===== src/rtl/uart_rx_frame_pkg.sv =====
// Shared UART receive constants, FSM state encoding and the delivered-frame payload.
package uart_rx_frame_pkg;

  localparam int unsigned UART_BIT_CYCLES  = 5210;
  localparam int unsigned UART_HALF_CYCLES = 2605;
  localparam int unsigned UART_DATA_BITS   = 8;
  localparam int unsigned BIT_CNT_W        = 3;

  typedef enum logic [2:0] {
    ST_IDLE   = 3'd0,
    ST_START  = 3'd1,
    ST_DATA   = 3'd2,
    ST_PARITY = 3'd3,
    ST_STOP   = 3'd4,
    ST_DONE   = 3'd5
  } rx_state_e;

  typedef struct packed {
    logic [UART_DATA_BITS-1:0] data;
    logic                      parity_err;
    logic                      frame_err;
  } rx_result_t;

  // Even parity: the received parity bit must equal the XOR of the data bits.
  function automatic logic even_parity_err(input logic [UART_DATA_BITS-1:0] data,
                                           input logic                      par_bit);
    return (^data) ^ par_bit;
  endfunction

endpackage


===== src/rtl/uart_rx_bit_timer.sv =====
// Bit-period timer: counts from 0 after each restart and ticks at the half or full bit point.
module uart_rx_bit_timer
  import uart_rx_frame_pkg::*;
#(
  parameter int unsigned BIT_CYCLES  = UART_BIT_CYCLES,
  parameter int unsigned HALF_CYCLES = UART_HALF_CYCLES
) (
  input  logic clk,
  input  logic n_rst,
  input  logic restart,
  input  logic half_sel,
  output logic tick
);

  localparam int unsigned CNT_W = $clog2(BIT_CYCLES);

  logic [CNT_W-1:0] count;

  // Counter clears on a state change and after every tick, so each bit period starts at 0.
  always_ff @(posedge clk) begin
    if (!n_rst) begin
      count <= '0;
    end else if (restart || tick) begin
      count <= '0;
    end else begin
      count <= count + CNT_W'(1);
    end
  end

  assign tick = half_sel ? (count == CNT_W'(HALF_CYCLES - 1))
                         : (count == CNT_W'(BIT_CYCLES - 1));

endmodule


===== src/rtl/uart_rx_frame.sv =====
// UART receiver: 8 data bits LSB first, even parity, one stop bit; delivers byte plus status.
module uart_rx_frame
  import uart_rx_frame_pkg::*;
#(
  parameter int unsigned BIT_CYCLES  = UART_BIT_CYCLES,
  parameter int unsigned HALF_CYCLES = BIT_CYCLES / 2,
  parameter int unsigned SYNC_STAGES = 2
) (
  input  logic       clk,
  input  logic       n_rst,
  input  logic       rx,
  input  logic       rx_clear,
  output logic [7:0] rx_data,
  output logic       rx_valid,
  output logic       rx_ready,
  output logic       parity_err,
  output logic       frame_err,
  output logic [2:0] rx_state
);

  logic [SYNC_STAGES-1:0]    sync_q;
  logic                      rx_s;
  logic                      rx_d;

  rx_state_e                 state;
  rx_state_e                 state_next;
  logic                      restart_c;
  logic                      half_sel_c;
  logic                      tick;

  logic [UART_DATA_BITS-1:0] shreg;
  logic [BIT_CNT_W-1:0]      bit_cnt;
  logic                      par_bit;
  logic                      stop_bit;
  rx_result_t                result;

  // Synchronizer resets to idle-high so leaving reset never looks like a start edge.
  always_ff @(posedge clk) begin
    if (!n_rst) begin
      sync_q <= '1;
      rx_d   <= 1'b1;
    end else begin
      sync_q <= {sync_q[SYNC_STAGES-2:0], rx};
      rx_d   <= rx_s;
    end
  end

  assign rx_s = sync_q[SYNC_STAGES-1];

  uart_rx_bit_timer #(
    .BIT_CYCLES  (BIT_CYCLES),
    .HALF_CYCLES (HALF_CYCLES)
  ) u_bit_timer (
    .clk      (clk),
    .n_rst    (n_rst),
    .restart  (restart_c),
    .half_sel (half_sel_c),
    .tick     (tick)
  );

  always_ff @(posedge clk) begin
    if (!n_rst) begin
      state <= ST_IDLE;
    end else begin
      state <= state_next;
    end
  end

  always_comb begin
    state_next = state;
    half_sel_c = 1'b0;
    unique case (state)
      ST_IDLE: begin
        if (rx_d && !rx_s) begin
          state_next = ST_START;
        end
      end
      ST_START: begin
        half_sel_c = 1'b1;
        if (tick) begin
          state_next = rx_s ? ST_IDLE : ST_DATA;
        end
      end
      ST_DATA: begin
        if (tick && (bit_cnt == BIT_CNT_W'(UART_DATA_BITS - 1))) begin
          state_next = ST_PARITY;
        end
      end
      ST_PARITY: begin
        if (tick) begin
          state_next = ST_STOP;
        end
      end
      ST_STOP: begin
        if (tick) begin
          state_next = ST_DONE;
        end
      end
      ST_DONE: begin
        state_next = ST_IDLE;
      end
      default: begin
        state_next = ST_IDLE;
      end
    endcase
    restart_c = (state_next != state);
  end

  // Sampling datapath: every sample is taken from rx_s on the timer tick.
  always_ff @(posedge clk) begin
    if (!n_rst) begin
      shreg    <= '0;
      bit_cnt  <= '0;
      par_bit  <= 1'b0;
      stop_bit <= 1'b0;
    end else begin
      if (state == ST_START) begin
        bit_cnt <= '0;
      end
      if ((state == ST_DATA) && tick) begin
        shreg   <= {rx_s, shreg[UART_DATA_BITS-1:1]};
        bit_cnt <= bit_cnt + BIT_CNT_W'(1);
      end
      if ((state == ST_PARITY) && tick) begin
        par_bit <= rx_s;
      end
      if ((state == ST_STOP) && tick) begin
        stop_bit <= rx_s;
      end
    end
  end

  // Delivery: frames with errors are still delivered; a valid pulse beats a same-cycle clear.
  always_ff @(posedge clk) begin
    if (!n_rst) begin
      result   <= '0;
      rx_valid <= 1'b0;
      rx_ready <= 1'b0;
    end else begin
      rx_valid <= (state == ST_DONE);
      if (state == ST_DONE) begin
        result <= '{data:       shreg,
                    parity_err: even_parity_err(shreg, par_bit),
                    frame_err:  ~stop_bit};
        rx_ready <= 1'b1;
      end else if (rx_clear && !rx_valid) begin
        rx_ready <= 1'b0;
      end
    end
  end

  assign rx_data    = result.data;
  assign parity_err = result.parity_err;
  assign frame_err  = result.frame_err;
  assign rx_state   = state;

endmodule

===== config.mk =====
export PLATFORM = sky130hd
export DESIGN_NAME = uart_rx_frame
export DESIGN_NICKNAME = d
export VERILOG_FILES = /design/src/rtl/uart_rx_frame_pkg.sv /design/src/rtl/uart_rx_bit_timer.sv /design/src/rtl/uart_rx_frame.sv
export SDC_FILE = /design/constraint.sdc
export NUM_CORES = 1
export LEC_CHECK = 0
export CAP_MARGIN = 0
export CELL_PAD_IN_SITES_DETAIL_PLACEMENT = 1
export CELL_PAD_IN_SITES_GLOBAL_PLACEMENT = 1
export CORE_MARGIN = 2
export CORE_UTILIZATION = 40
export DETAILED_ROUTE_END_ITERATION = 16
export PLACE_DENSITY = 0.72
export SLEW_MARGIN = 20
export SYNTH_ARGS = -nofsm -noshare
export SYNTH_HDL_FRONTEND = slang
export SYNTH_SLANG_ARGS = --single-unit
export TNS_END_PERCENT = 1

===== constraint.sdc =====
create_clock -name clk -period 2.41 [get_ports clk]
set_input_delay 0.482 -clock clk [delete_from_list [all_inputs] [get_ports clk]]
set_output_delay 0.482 -clock clk [all_outputs]
set_load 0.02 [all_outputs]

==> out/results.txt, run 1 <==
worst endpoint required time - 2.63 ns
Max Cap Viol - 0
Final Hold Violating Endpoints - 0
syn nets - 226
clk buf depth - 2
VDD IR max - 0.000248 V
min Tclk post-route - 2.21 ns
Gate Count Post-Synth - 219
Routed Antenna Nets - 0
drt via density - 5.10
Max Freq - 453 MHz
mean routed wirelength per cell - 14.3 µm
most frequent cells in the layout - dfxtp_1, nand2_1, clkdlybuf4s50_1
Synth Area in Adders - 1.85%
mux share of post-synthesis cell area - 6.89%
# DRC - 0
chip height - 75.3 µm
yosys warns - 0
TritonCTS Buffers - 5
CTS HTree Levels - 2
CP arrival - 2.43 ns
worst path cell trace - or3b_4, a211o_2, a2111oi_4, buf_4, mux2i_1
xor/xnor share of the synthesized area - 8.00%
Clock Tree Root - clkbuf_8
Max stage delay on crit path - 0.50 ns
final weighted congestion in routability-driven placement - 0.823
Area growth, synth to finish - 17.7%
final setup fails - 0
total power - 1.26 mW
setup TNS - 0 ns
Netlist Area Pre-Place - 0.00203 mm²
FF+latch count, synth - 44
via count of the first global-routing pass - 1497
Worst setup EP type - flop
I/O pin cnt - 19
part of the power in registers - 58.8%
Synth Area in Compound Gates - 10.3%
Core Area - 0.00482 mm²
final instance area - 0.00239 mm²
post-synthesis sequential area ratio - 43.3%
initial core utilization - 42.2%
RSZ-0062 raised after global routing - false
layout cells sized above 1 - 9.13%
DR iter-0 viols - 40
WHS - 0.421 ns
Clk pwr share - 37.2%
part of the power in combinational logic - 4.0%
switching share of power - 24.0%
largest net degree at the start of global routing - 31
Simple-Gate Fraction of Synth Area - 25.8%
clk sinks - 44
Final Util - 49.7%
Pre-antenna DRT Iters - 5
Overflow after GRT - 0
Nets - 247
CP Launch Type - flop
P per Cell Area - 528 mW/mm²
Slew Limit Headroom - 62.9%
final worst path period share - 91.6%
Tot GR Track Use - 17.0%
setup repair bufs after CTS - 0
via count - 1571
first-pass GRT wire length - 7270 µm
worst min path class - flop to flop
IO buf count - 18
detailed-route wire length - 4410 µm
clk_skew - 0.00632 ns
P_int - 961 µW
syn_area_per_cell - 9.28 µm²
Synth cell types - 41
Worst-path clk slew - 0.09 ns
total net switching power - 303 µW
Least-Margin Pin Slew - 0.555 ns
status - finished, final reports clean
TritonCTS clock tree - yes
leakage power total - 0.810 nW
initial antenna violation count - 0
Chip Width - 75.3 µm
maximum fanout along the worst path - 11
worst skew pair latency - 0.29 ns
slowest CP cell - dfxtp_1
antenna cell count - 0
die area - 0.00567 mm²
Rows - 25
dpl hpwl - 3220 µm
Placed Area - 0.00230 mm²
Post-CTS Resized - 0
commonest non-fill, non-tap cell in the layout - dfxtp_1
hold buffer count at cts - 0
critical path type - flop to flop
Slew Limit Fails - 0
largest family of logic cells by synthesized area - simple AND/OR/NAND/NOR gates
per-layer routing:
metal  GRT usage [%]  vias up  wire length [µm]
met5               0        -                 0
met4            4.09        0                25
met3            3.97        2               105
met2            29.0       12              2120
met1            22.0      752              2160
li1                -      805                 -
power by group through the flow:
stage / Combinational (mW) / Clock, mW / Sequential [mW]
after floorplan: 0.0368 / 0 / 0.756
after global placement: 0.0506 / 0 / 0.760
after detailed placement: 0.0514 / 0 / 0.760
after CTS: 0.0516 / 0.495 / 0.743
after global routing: 0.0572 / 0.519 / 0.744
final: 0.0506 / 0.471 / 0.743
final timing paths:
| kind | from | cells after the start | slack (ns) | endpoint |
|---|---|---|---|---|
| setup reg to reg | rx_state[0] | 5 | 0.20 | shreg[0] |
| setup / recovery | rx_state[0] | 5 | 0.20 | shreg[0] |
| hold / removal | sync_q[0] | 1 | 0.42 | sync_q[1] |
| hold reg to reg | sync_q[0] | 1 | 0.42 | sync_q[1] |
state kept, by name, indices dropped and copies added (netlist names), 2 cells and up:
register           cells
bit_cnt                3
rx_data                8
rx_state               3
shreg                  8
sync_q                 2
u_bit_timer.count     13
logic make-up after synthesis:
family,after synthesis
AOI/OAI and AO/OA,23
DFF,44
xor gates and xnor gates,17
buffers and inverters,17
muxes,14
and+or+nand+nor,101
adders and majority gates,3
cell usage after synthesis, drive strengths merged:
| cell | count | share of area (%) |
|---|---|---|
| or2 | 1 | 0.31 |
| or3b | 1 | 0.55 |
| and3b | 1 | 0.43 |
| nor4b | 1 | 0.43 |
| nand4 | 3 | 0.92 |
| xnor2 | 10 | 4.3 |
| a211o | 4 | 1.8 |
| nand3 | 14 | 3.7 |
| o211a | 1 | 0.49 |
| dfxtp | 44 | 43 |
| a221oi | 1 | 1.3 |
| o21ai | 4 | 0.98 |
| nor4bb | 2 | 0.98 |
| nor3b | 2 | 0.74 |
| xnor3 | 1 | 1.1 |
| nand2 | 40 | 7.4 |
| and2 | 1 | 0.31 |
| ha | 3 | 1.8 |
| nor4 | 3 | 0.92 |
| or4 | 1 | 0.37 |
| o211ai | 2 | 0.74 |
| a21boi | 10 | 3.7 |
| xor2 | 6 | 2.6 |
| clkbuf | 9 | 1.7 |
| nor3 | 14 | 3.4 |
| nand2b | 4 | 1.2 |
| nand4b | 1 | 0.43 |
| nand3b | 3 | 1.1 |
| inv | 5 | 0.92 |
| or4b | 1 | 0.49 |
| buf | 3 | 1.2 |
| and4 | 1 | 0.43 |
| a2111oi | 1 | 1.4 |
| nor2 | 4 | 0.74 |
| mux2i | 14 | 6.9 |
| nor2b | 3 | 0.92 |
final cells by class:
class	count	area [µm²]
clock buffers	5	68.8
inverters	5	18.8
multi-input cells	158	1080
fillers	584	2420
clock inverters	3	23.8
repair buffers	26	240
flip-flops and latches	44	881
well taps	67	83.8
critical path: cells and delay by family, from the launching register on:
kind,cells,cell delay [ns]
flops,1,0.50
buf+inv,1,0.28
compound gates,2,0.69
mux,1,0.22
simple gates,1,0.45
through the flow:
stage                     setup WS [ns]  instances
final                             0.203        308
after global routing             0.0919        308
after CTS                         0.203        308
after detailed placement          0.234        300
after global placement            0.301        300
after floorplan                   0.381        219
Note: power is estimated with default switching activity, not from simulation.
==> run 2, diff against run 1 <==
ABC_CLOCK_PERIOD_IN_PS = 2410   (was not set)
==> results of run 2 <==
No change in the layout: final DEF, timing and power equal those of run 1.
==> run 3, diff against run 2 <==
ABC_CLOCK_PERIOD_IN_PS = 2600   (was 2410)
HOLD_SLACK_MARGIN = 0.02   (was not set)
clock period = 2.6 ns   (was 2.41 ns; I/O delays follow)
==> run 3 against run 2 <==
Compared with the run above:
- count of clock-buffer cells in the layout unchanged
- non-clock buffer count fell by 3
- flip-flop and latch count unchanged
- final area up 0.52%
- critical endpoint is now u_bit_timer.count[10]
- largest cell class unchanged
- fmax fell by 0.54%
- critical path type unchanged
- die area did not move
==> out/results.txt, run 3 (same netlist as run 1, synthesis figures left out) <==
status - finished, final reports clean
maximum fanout along the worst path - 9 (-2)
Overflow after GRT - 0 (unchanged)
Largest Register - u_bit_timer.count
RSZ-0062 raised after global routing - false
Worst-path clk slew - 0.09 ns (about the same)
final worst path period share - 85.3% (-6.2 points)
commonest non-fill, non-tap cell in the layout - dfxtp_1
# DRC - 0 (unchanged)
initial core utilization - 42.2% (unchanged)
hold buffer count at cts - 0 (unchanged)
worst r2r src - rx_state[0]
Pre-antenna DRT Iters - 4 (-1)
Max Freq - 451 MHz (-0.54%)
VDD IR max - 0.000258 V (+3.8%)
largest net degree at the start of global routing - 37 (+19%)
hold worst-path end - sync_q[1]
drt via density - 5.14 (+0.73%)
TritonCTS Buffers - 5 (unchanged)
Final Hold Violating Endpoints - 0 (unchanged)
r2r worst-path depth - 5 (unchanged)
chip height - 75.3 µm (unchanged)
clk buf depth - 2 (unchanged)
clk sinks - 44 (unchanged)
GRT met3 Usage - 3.17% (-0.79 points)
mean routed wirelength per cell - 14.1 µm (-1.3%)
detailed-route wire length - 4310 µm (-2.3%)
initial antenna violation count - 0 (unchanged)
Chip Width - 75.3 µm (unchanged)
worst endpoint required time - 2.77 ns (+0.14 ns)
most frequent cells in the layout - dfxtp_1, nand2_1, clkdlybuf4s50_1
hold path startpoint - sync_q[0]
dpl hpwl - 3120 µm (-3.1%)
Area growth, synth to finish - 18.3%
DP Worst Slack - 0.390 ns (+0.156 ns)
setup TNS - 0 ns (unchanged)
clk_skew - 0.0108 ns (+0.00450 ns)
Largest register FFs - 13 (unchanged)
GR Util met2 - 27.7% (-1.3 points)
TritonCTS clock tree - yes
final setup margin - 0.381 ns (+0.178 ns)
total power - 1.28 mW (+1.6%)
setup repair bufs after CTS - 0 (unchanged)
first-pass GRT wire length - 7260 µm (about the same)
P per Cell Area - 534 mW/mm² (+1.1%)
min Tclk post-route - 2.22 ns (+0.0120 ns)
via count of the first global-routing pass - 1537 (+2.7%)
Worst R2R End - u_bit_timer.count[10]
antenna cell count - 0 (unchanged)
leakage power total - 0.813 nW (+0.40%)
worst hold stages - 1 (unchanged)
Core Area - 0.00482 mm² (unchanged)
worst min path class - flop to flop
met1 Usage GRT - 22.6% (+0.56 points)
final setup fails - 0 (unchanged)
via count - 1567 (-0.25%)
IO buf count - 18 (unchanged)
Post-CTS Resized - 0 (unchanged)
die area - 0.00567 mm² (unchanged)
DR iter-0 viols - 55 (+38%)
CP Launch Type - flop
layout cells sized above 1 - 7.98% (-1.1 points)
Worst setup EP type - flop
Nets - 244 (-1.2%)
critical path type - flop to flop
register-to-register setup slack - 0.38 ns (+0.18 ns)
Slew Limit Fails - 0 (unchanged)
Max Cap Viol - 0 (unchanged)
Clock Tree Root - clkbuf_8
Routed Antenna Nets - 0 (unchanged)
Least-Margin Pin Slew - 0.553 ns (-0.00185 ns)
Slew Limit Headroom - 63.0% (+0.12 points)
CTS HTree Levels - 2 (unchanged)
final weighted congestion in routability-driven placement - 0.748 (-9.0%)
Rows - 25 (unchanged)
Tot GR Track Use - 16.6% (-0.42 points)
CP arrival - 2.38 ns (-0.05 ns)
I/O pin cnt - 19 (unchanged)
GRT busiest layer - met2
worst skew pair latency - 0.30 ns (about the same)
-- run 3: worst max-delay path by stage --
| stage | start | end | slack [ns] |
|---|---|---|---|
| after floorplan | rx_state[0] | shreg[7] | 0.57 |
| after global placement | rx_state[0] | u_bit_timer.count[10] | 0.45 |
| after detailed placement | rx_state[0] | u_bit_timer.count[10] | 0.39 |
| after CTS | rx_state[0] | u_bit_timer.count[10] | 0.36 |
| after global routing | rx_state[0] | u_bit_timer.count[10] | 0.25 |
| final | rx_state[0] | u_bit_timer.count[10] | 0.38 |
-- run 3: critical path, cell delays in order, from the launching register on --
cell and delay (ns):
dfxtp_1 0.47, or3b_4 0.45, a211o_2 0.38, a221oi_4 0.48
buf_4 0.25, nor3_1 0.06
-- run 3: metrics by stage --
stage	util (%)	hold slack (ns)	std cells	instance area, µm²
floorplan	-	0.386	219	2030
global placement	47.5	0.397	297	2290
detailed placement	47.5	0.400	297	2290
CTS	49.9	0.429	305	2400
global route	49.9	0.453	305	2400
finish	49.9	0.424	305	2400
-- run 3: where the power goes --
part           leakage [nW]  switching [mW]  total [mW]  internal, mW
Clock                0.0548           0.257       0.547         0.290
Combinational         0.403          0.0269      0.0486        0.0217
Sequential            0.356         0.00867       0.689         0.680
-- run 3: layout make-up --
| cell class | count | area (µm²) |
|---|---|---|
| clock inverter | 3 | 46.3 |
| fill | 566 | 2410 |
| tap | 67 | 83.8 |
| timing repair buffer | 23 | 230 |
| inverter | 5 | 18.8 |
| clock buffer | 5 | 68.8 |
| multi-input combinational | 158 | 1080 |
| sequential | 44 | 881 |
-- run 3: metal layers --
metal | vias to the layer above | share of wire [%]
li1 | 797 | -
met1 | 752 | 51
met3 | 5 | 1.9
met5 | - | 0
met4 | 0 | 0.72
met2 | 13 | 46
